### config.mk
export PLATFORM = sky130hd
export DESIGN_NAME = regfile_mp
export DESIGN_NICKNAME = d
export VERILOG_FILES = /design/src/rtl/regfile_mp.sv
export SDC_FILE = /design/constraint.sdc
export NUM_CORES = 2
export LEC_CHECK = 0
export ABC_AREA = 0
export BUFFER_PORTS_ARGS = -buffer_cell sky130_fd_sc_hd__buf_2
export CAP_MARGIN = 0
export CORE_MARGIN = 3
export CORE_UTILIZATION = 40
export DETAILED_ROUTE_END_ITERATION = 12
export GPL_TIMING_DRIVEN = 0
export MAX_ROUTING_LAYER = met4
export SETUP_SLACK_MARGIN = 0.5
export SLEW_MARGIN = 10
export SYNTH_ARGS = -nofsm -noshare
export SYNTH_HDL_FRONTEND = slang
export SYNTH_SLANG_ARGS = --single-unit
export TNS_END_PERCENT = 50
### constraint.sdc
create_clock -name clk -period 4.9 [get_ports clk]
set_input_delay 0 -clock clk [delete_from_list [all_inputs] [get_ports clk]]
set_output_delay 0 -clock clk [all_outputs]
set_load 0.01 [all_outputs]
### src/rtl/regfile_mp.sv
// Two-read / two-write integer register file with load scoreboard and post-reset scrub.
// Optional same-cycle write-to-read forwarding is enabled by defining RF_BYPASS_EN.
module regfile_mp #(
   parameter int XLEN  = 32,
   parameter int NREGS = 32,
   parameter int AW    = 5
) (
   input  logic            clk,
   input  logic            reset,
   output logic            init_done,
   input  logic [AW-1:0]   rs1_addr,
   input  logic [AW-1:0]   rs2_addr,
   output logic [XLEN-1:0] rs1_data,
   output logic [XLEN-1:0] rs2_data,
   output logic            rs1_busy,
   output logic            rs2_busy,
   input  logic            wa_en,
   input  logic [AW-1:0]   wa_addr,
   input  logic [XLEN-1:0] wa_data,
   input  logic            wb_en,
   input  logic [AW-1:0]   wb_addr,
   input  logic [XLEN-1:0] wb_data,
   input  logic            busy_set,
   input  logic [AW-1:0]   busy_addr
);

`ifdef RF_BYPASS_EN
   localparam bit BYPASS = 1'b1;
`else
   localparam bit BYPASS = 1'b0;
`endif

   localparam logic [AW-1:0] LAST_IDX = AW'(NREGS - 1);

   typedef enum logic {S_INIT, S_RUN} state_t;

   state_t            state_q, state_d;
   logic [AW-1:0]     idx_q, idx_d;
   logic [NREGS-1:0]  busy_q, busy_d;
   logic [XLEN-1:0]   mem_q [NREGS];

   logic              run_w;
   logic [AW-1:0]     rd_addr_w [2];
   logic [XLEN-1:0]   rd_data_w [2];
   logic              rd_busy_w [2];

   always_ff @(posedge clk or posedge reset) begin
      if (reset) begin
         state_q <= S_INIT;
         idx_q   <= '0;
         busy_q  <= '0;
      end else begin
         state_q <= state_d;
         idx_q   <= idx_d;
         busy_q  <= busy_d;
      end
   end

   always_comb begin
      state_d = state_q;
      idx_d   = idx_q;
      busy_d  = busy_q;
      case (state_q)
         S_INIT: begin
            idx_d = idx_q + 1'b1;
            if (idx_q == LAST_IDX) begin
               state_d = S_RUN;
               idx_d   = '0;
            end
         end
         S_RUN: begin
            // Set is applied after clear so a same-cycle set on the same entry wins.
            if (wb_en)
               busy_d[wb_addr] = 1'b0;
            if (busy_set)
               busy_d[busy_addr] = 1'b1;
         end
         default: state_d = S_INIT;
      endcase
      busy_d[0] = 1'b0;
   end

   // The array has no reset; the scrub walk clears it. Port A is written last so it wins a collision.
   always_ff @(posedge clk) begin
      if (state_q == S_INIT) begin
         mem_q[idx_q] <= '0;
      end else begin
         if (wb_en && wb_addr != '0)
            mem_q[wb_addr] <= wb_data;
         if (wa_en && wa_addr != '0)
            mem_q[wa_addr] <= wa_data;
      end
   end

   assign run_w        = (state_q == S_RUN);
   assign init_done    = run_w;
   assign rd_addr_w[0] = rs1_addr;
   assign rd_addr_w[1] = rs2_addr;

   always_comb begin
      for (int p = 0; p < 2; p++) begin
         rd_data_w[p] = mem_q[rd_addr_w[p]];
         rd_busy_w[p] = busy_q[rd_addr_w[p]];
         if (BYPASS) begin
            if (wb_en && wb_addr == rd_addr_w[p]) begin
               rd_data_w[p] = wb_data;
               if (!(busy_set && busy_addr == rd_addr_w[p]))
                  rd_busy_w[p] = 1'b0;
            end
            if (wa_en && wa_addr == rd_addr_w[p])
               rd_data_w[p] = wa_data;
         end
         if (!run_w || rd_addr_w[p] == '0) begin
            rd_data_w[p] = '0;
            rd_busy_w[p] = 1'b0;
         end
      end
   end

   assign rs1_data = rd_data_w[0];
   assign rs2_data = rd_data_w[1];
   assign rs1_busy = rd_busy_w[0];
   assign rs2_busy = rd_busy_w[1];

endmodule

* Word-level counts from Yosys, hierarchy flattened
Memory sizes are Yosys's and may differ from the RTL's.
Index checks and enable logic that the tools add are counted.
** Storage, ports and cells
- RAM bits :: 1024
- Logic and storage cells :: 55
- Memories kept :: 1
- Register bits after elaboration :: 37
- Memory bits (read-only) :: 0
- Bits of input ports :: 94
- Bits in latches :: 0
** Operators by class
- Bitwise logic cells :: 3
- Mux-type cells :: 28
- Equal/unequal tests :: 1
- $mul :: 0
- Reductions and logical operators :: 12
- Magnitude comparators :: 6
- $add $sub $neg :: 1
- Divide/modulo/power cells :: 0
- Shift-type cells :: 0
** Memories
- mem_q :: depth 32, width 32, read ports 2, clocked after memory_dff 0, write ports 2, line 40 : logic [XLEN-1:0] mem_q [NREGS];
** Operators by type and width (count)
- $mux 32 :: 6
- $and 32x32->32 :: 1
- $not 32->32 :: 1
- $or 32x32->32 :: 1
- $reduce_or 32->1 :: 1
- $lt 5x6->1 const B :: 4
- $mux 1 :: 16
- $bmux 1 s5 :: 2
- $demux 1 s5 :: 2
- $ge 5x1->1 const B :: 2
- $logic_not 5->1 :: 2
- $mux 5 :: 2
- $reduce_bool 5->1 :: 2
- $add 5x1->5 const B :: 1
- $eq 5x5->1 const B :: 1
- $logic_and 1x1->1 :: 4
- $logic_or 1x1->1 :: 2
- $logic_not 1->1 :: 1

* Depth between registers and ports, before layout
- Depth after elaboration :: 10
- Depth in mapped cells :: 8

* Worst setup path before layout
OpenSTA, ideal clock, no wires.
- Kind :: register to register
- Start :: register state_q (netlist: init_done)
- End :: memory mem_q[16][0] (enable)
- Setup time :: 0.466 ns
- Cell stages (with the launch flop) :: 6
- Setup slack :: 0.716 ns
- Arrival time :: 3.718 ns
- Data required time :: 4.434 ns
- Period minus slack after synthesis :: 4.184 ns
- Buffers on the path :: 1
- Cell sequence :: dfrtp_1 nand2_1 clkbuf_1 a21o_1 mux2_2 o21ai_0
** RTL lines
- start, declared :: line 37 : state_t state_q, state_d;
- start signal, assigned :: line 53 : state_q <= state_d;
- end, declared :: line 40

* Worst setup path after layout
- Start :: register state_q (netlist: init_done)
- End :: output port rs1_data[17]
** On the way
- Word-level cells in the longest chain between the ends :: 3
** RTL lines
- $logic_not 1->1 :: line 113 : if (!run_w || rd_addr_w[p] == '0) begin
- $logic_or 1x1->1 :: line 113
- $mux 32 :: line 113
- end, declared :: line 13 : output logic [XLEN-1:0] rs1_data,
No other way between the ends.

==> impl_metrics.yaml <==
status:
  outcome: "complete, no violations"
layout:
  drive_gt1_share_pct: 26.0
  multi_input_area_um2: 26800
  fin_area_um2: 70600
  syn2layout_area_growth_pct: 16.0
  n_fill_cell: 13600
  final_util_pct: 46.9
  nNetsFinal: 5362
  register_area_um2: 31700
yosys:
  ys_seq_elements: 1061
  synth_mux_area_share_pct: 24.5
  synth_most_common_cell: "edfxtp_1"
  netlist_area_um2: 60800
  ys_warn_count: 0
  ys_seq_area_share_pct: 52.1
  yosys-top-cells-area: "edfxtp_1 51%, mux4_2 15%, o21ai_0 5.9%"
  synth_top_family_by_area: "multiplexers"
  synth_common_cells: "1024 x edfxtp_1, 731 x nand2_1, 722 x o21ai_0"
  ys.flop_type: "edfxtp_1"
  synth_top_area_share_pct: 50.6
  synth-edff-count: 1024
  synth-simple-area-share_pct: 8.10
  synth_compound_area_share_pct: 10.8
  synthAdderAreaFrac_pct: 0.0411
  synth_xor_area_share_pct: 0
  synth_nets: 4936
  async_flop_share_pct: 3.49
  synthCells: 4840
  yosysTopAreaCell: "edfxtp_1"
  postSynthAreaPerCell_um2: 12.6
  synth.distinct_cells: 72
clock_tree:
  cts_tree: "yes"
  cts_setup_buffers: 0
  clock_path_buffers: 3
  worstSkewPairLatency_ns: 0.78
  htree_levels: 3
  cts_buffers: 116
  clock-sinks: 1061
  clk_pin_slew_ns: 0.06
  cts-root-buf: "clkbuf_16"
global_route:
  grt_use_met3_pct: 12.6
  grt.total_usage_pct: 36.7
  antenna_found_initial: 17
  overflow: 0
  grt_pass1_wl_mm: 384
  use_met2_pct: 51.9
  grt_max_degree: 38
  gr-usage-met1_pct: 44.1
  grt-busiest-layer: "met2"
  grt_pass1_vias: 47900
detailed_routing:
  routed_wl_mm: 285
  drtIter0Drc: 8452
  antenna_left: 0
  route.detailed.drc: 0
  wl_per_cell_um: 38.6
  vias_per_cell: 6.73
  vias: 49800
  drt_pass1_iterations: 6
placed_design:
  finalWeightedCongestion: 1.11
  place_area_um2: 65500
  dpl.hpwl_mm: 216
  port_buffers: 150
  post-place-ws_ns: 0.849
sta:
  setup-violations-final: 0
  relSlewSlack_pct: 6.63
  finalHoldViolations: 0
  min_period_over_period_pct: 89.4
  tightest_slew_ns: 1.39
  fmaxAchievable_mhz: 228
  layout_min_cycle_time_ns: 4.38
  finalWorstSetupSlack_ns: 0.518
  slew_viol_final: 0
  fin_skew_ns: 0.0264
  rsz0062_at_grt: "no"
  fin_hold_ws_ns: 0.166
setup_path:
  r2r_end: "mem_q[18][3]"
  path_class: "flip-flop to primary output"
  end_kind: "primary output"
  arrival_ns: 4.38
  startpoint_type: "flip-flop"
  cp.required_ns: 4.90
  cp-startpoint: "init_done"
  rr_worst_depth: 6
  critPathMaxFanout: 10
  r2r_start: "init_done"
  r2r_slack_ns: 1.00
  setup.worst_path.end: "rs1_data[17]"
min_path:
  hp-start: "wa_addr[2]"
  min_path_cells: 4
  hold_path.class: "input pin to flip-flop"
die:
  die_h_um: 396
  initial_utilization_pct: 40.4
  rows: 142
  die_area_um2: 157000
  core_um2: 150000
  io-pin-count: 161
  die_x_um: 396
pwr:
  powerDensity_nw_per_um2: 315
  p_total_mw: 22.2
  ir_drop_uv: 272
  p_leak_nw: 25.3
flow_run:
  max-cap-violations: 0
-- sequential cells by signal (all words and copies together) (netlist names) --
name       count
busy_q        31
idx_q          5
init_done      1
mem_q       1024
-- logic make-up after synthesis --
logic type | after synthesis
flip-flops | 1061
adder cells (fa/ha/maj) | 2
AO/OA/AOI/OAI | 1149
buffers and inverters | 600
multiplexers | 953
AND/OR/NAND/NOR | 1075
-- critical path, cell delays in order (launching register included) --
cell,delay (ns)
dfrtp_2,0.69
buf_4,0.36
nand2_1,0.22
nor3_4,0.80
clkbuf_1,0.65
a22oi_1,0.15
nand4_1,0.44
buf_2,0.24
-- cells in the final DEF (no fill, tap or decap), drive strengths merged, types with 9 or more instances in the layout --
cell / instances
a21oi: 67
a22oi: 252
and3: 67
buf: 443
bufinv: 16
clkbuf: 451
clkinv: 83
dfrtp: 37
diode: 21
dlygate4sd3: 114
edfxtp: 1024
inv: 13
mux2: 294
mux2i: 267
mux4: 392
nand2: 758
nand3: 73
nand3b: 11
nand4: 72
nor2: 35
nor2b: 9
nor3: 12
o21ai: 771
o21bai: 10
o22ai: 12
-- worst min-delay path by stage --
stage	end	slack, ns
after floorplan	busy_q[10]	0.18
after global placement	mem_q[2][23]	0.33
after global routing	mem_q[10][1]	0.12
after detailed placement	idx_q[2]	0.21
after CTS	mem_q[10][1]	0.12
final	mem_q[10][1]	0.17
-- cell type report --
type,instances,share of cell area (%)
clock buffers,138,4.29
multi-input cells,3179,38.0
clock inverters,77,1.13
well taps,2016,3.57
repair buffers,308,4.13
flip-flops and latches,1061,44.9
inverters,38,0.202
diodes,21,0.0745
plain buffers,562,3.67
-- power breakdown --
group | internal, mW | switching (mW)
clock | 5.23 | 4.04
combinational | 0.921 | 1.95
sequential | 10.0 | 0.0478
total | 16.2 | 6.03
-- stage by stage --
step	TNS, ns	std cells
finish	0	7400
global route	0	7394
CTS	0	7378
detailed placement	0	7049
global placement	-1568.35	7006
floorplan	0	4840
-- what timing repair did --
| item | CTS | global route |
|---|---|---|
| endpoints found under the hold margin | 388 | 0 |
| hold buffers | 114 | 0 |
| setup endpoints to repair | 39 | 37 |
| resized for setup | 6 | 4 |
-- per-layer routing --
| layer | part of all wire [%] | vias up |
|---|---|---|
| met5 | 0 | - |
| met4 | 8.7 | 0 |
| met3 | 14 | 1007 |
| met2 | 43 | 4286 |
| met1 | 35 | 24900 |
| li1 | - | 19700 |
Power figures use the tool's default switching activity.
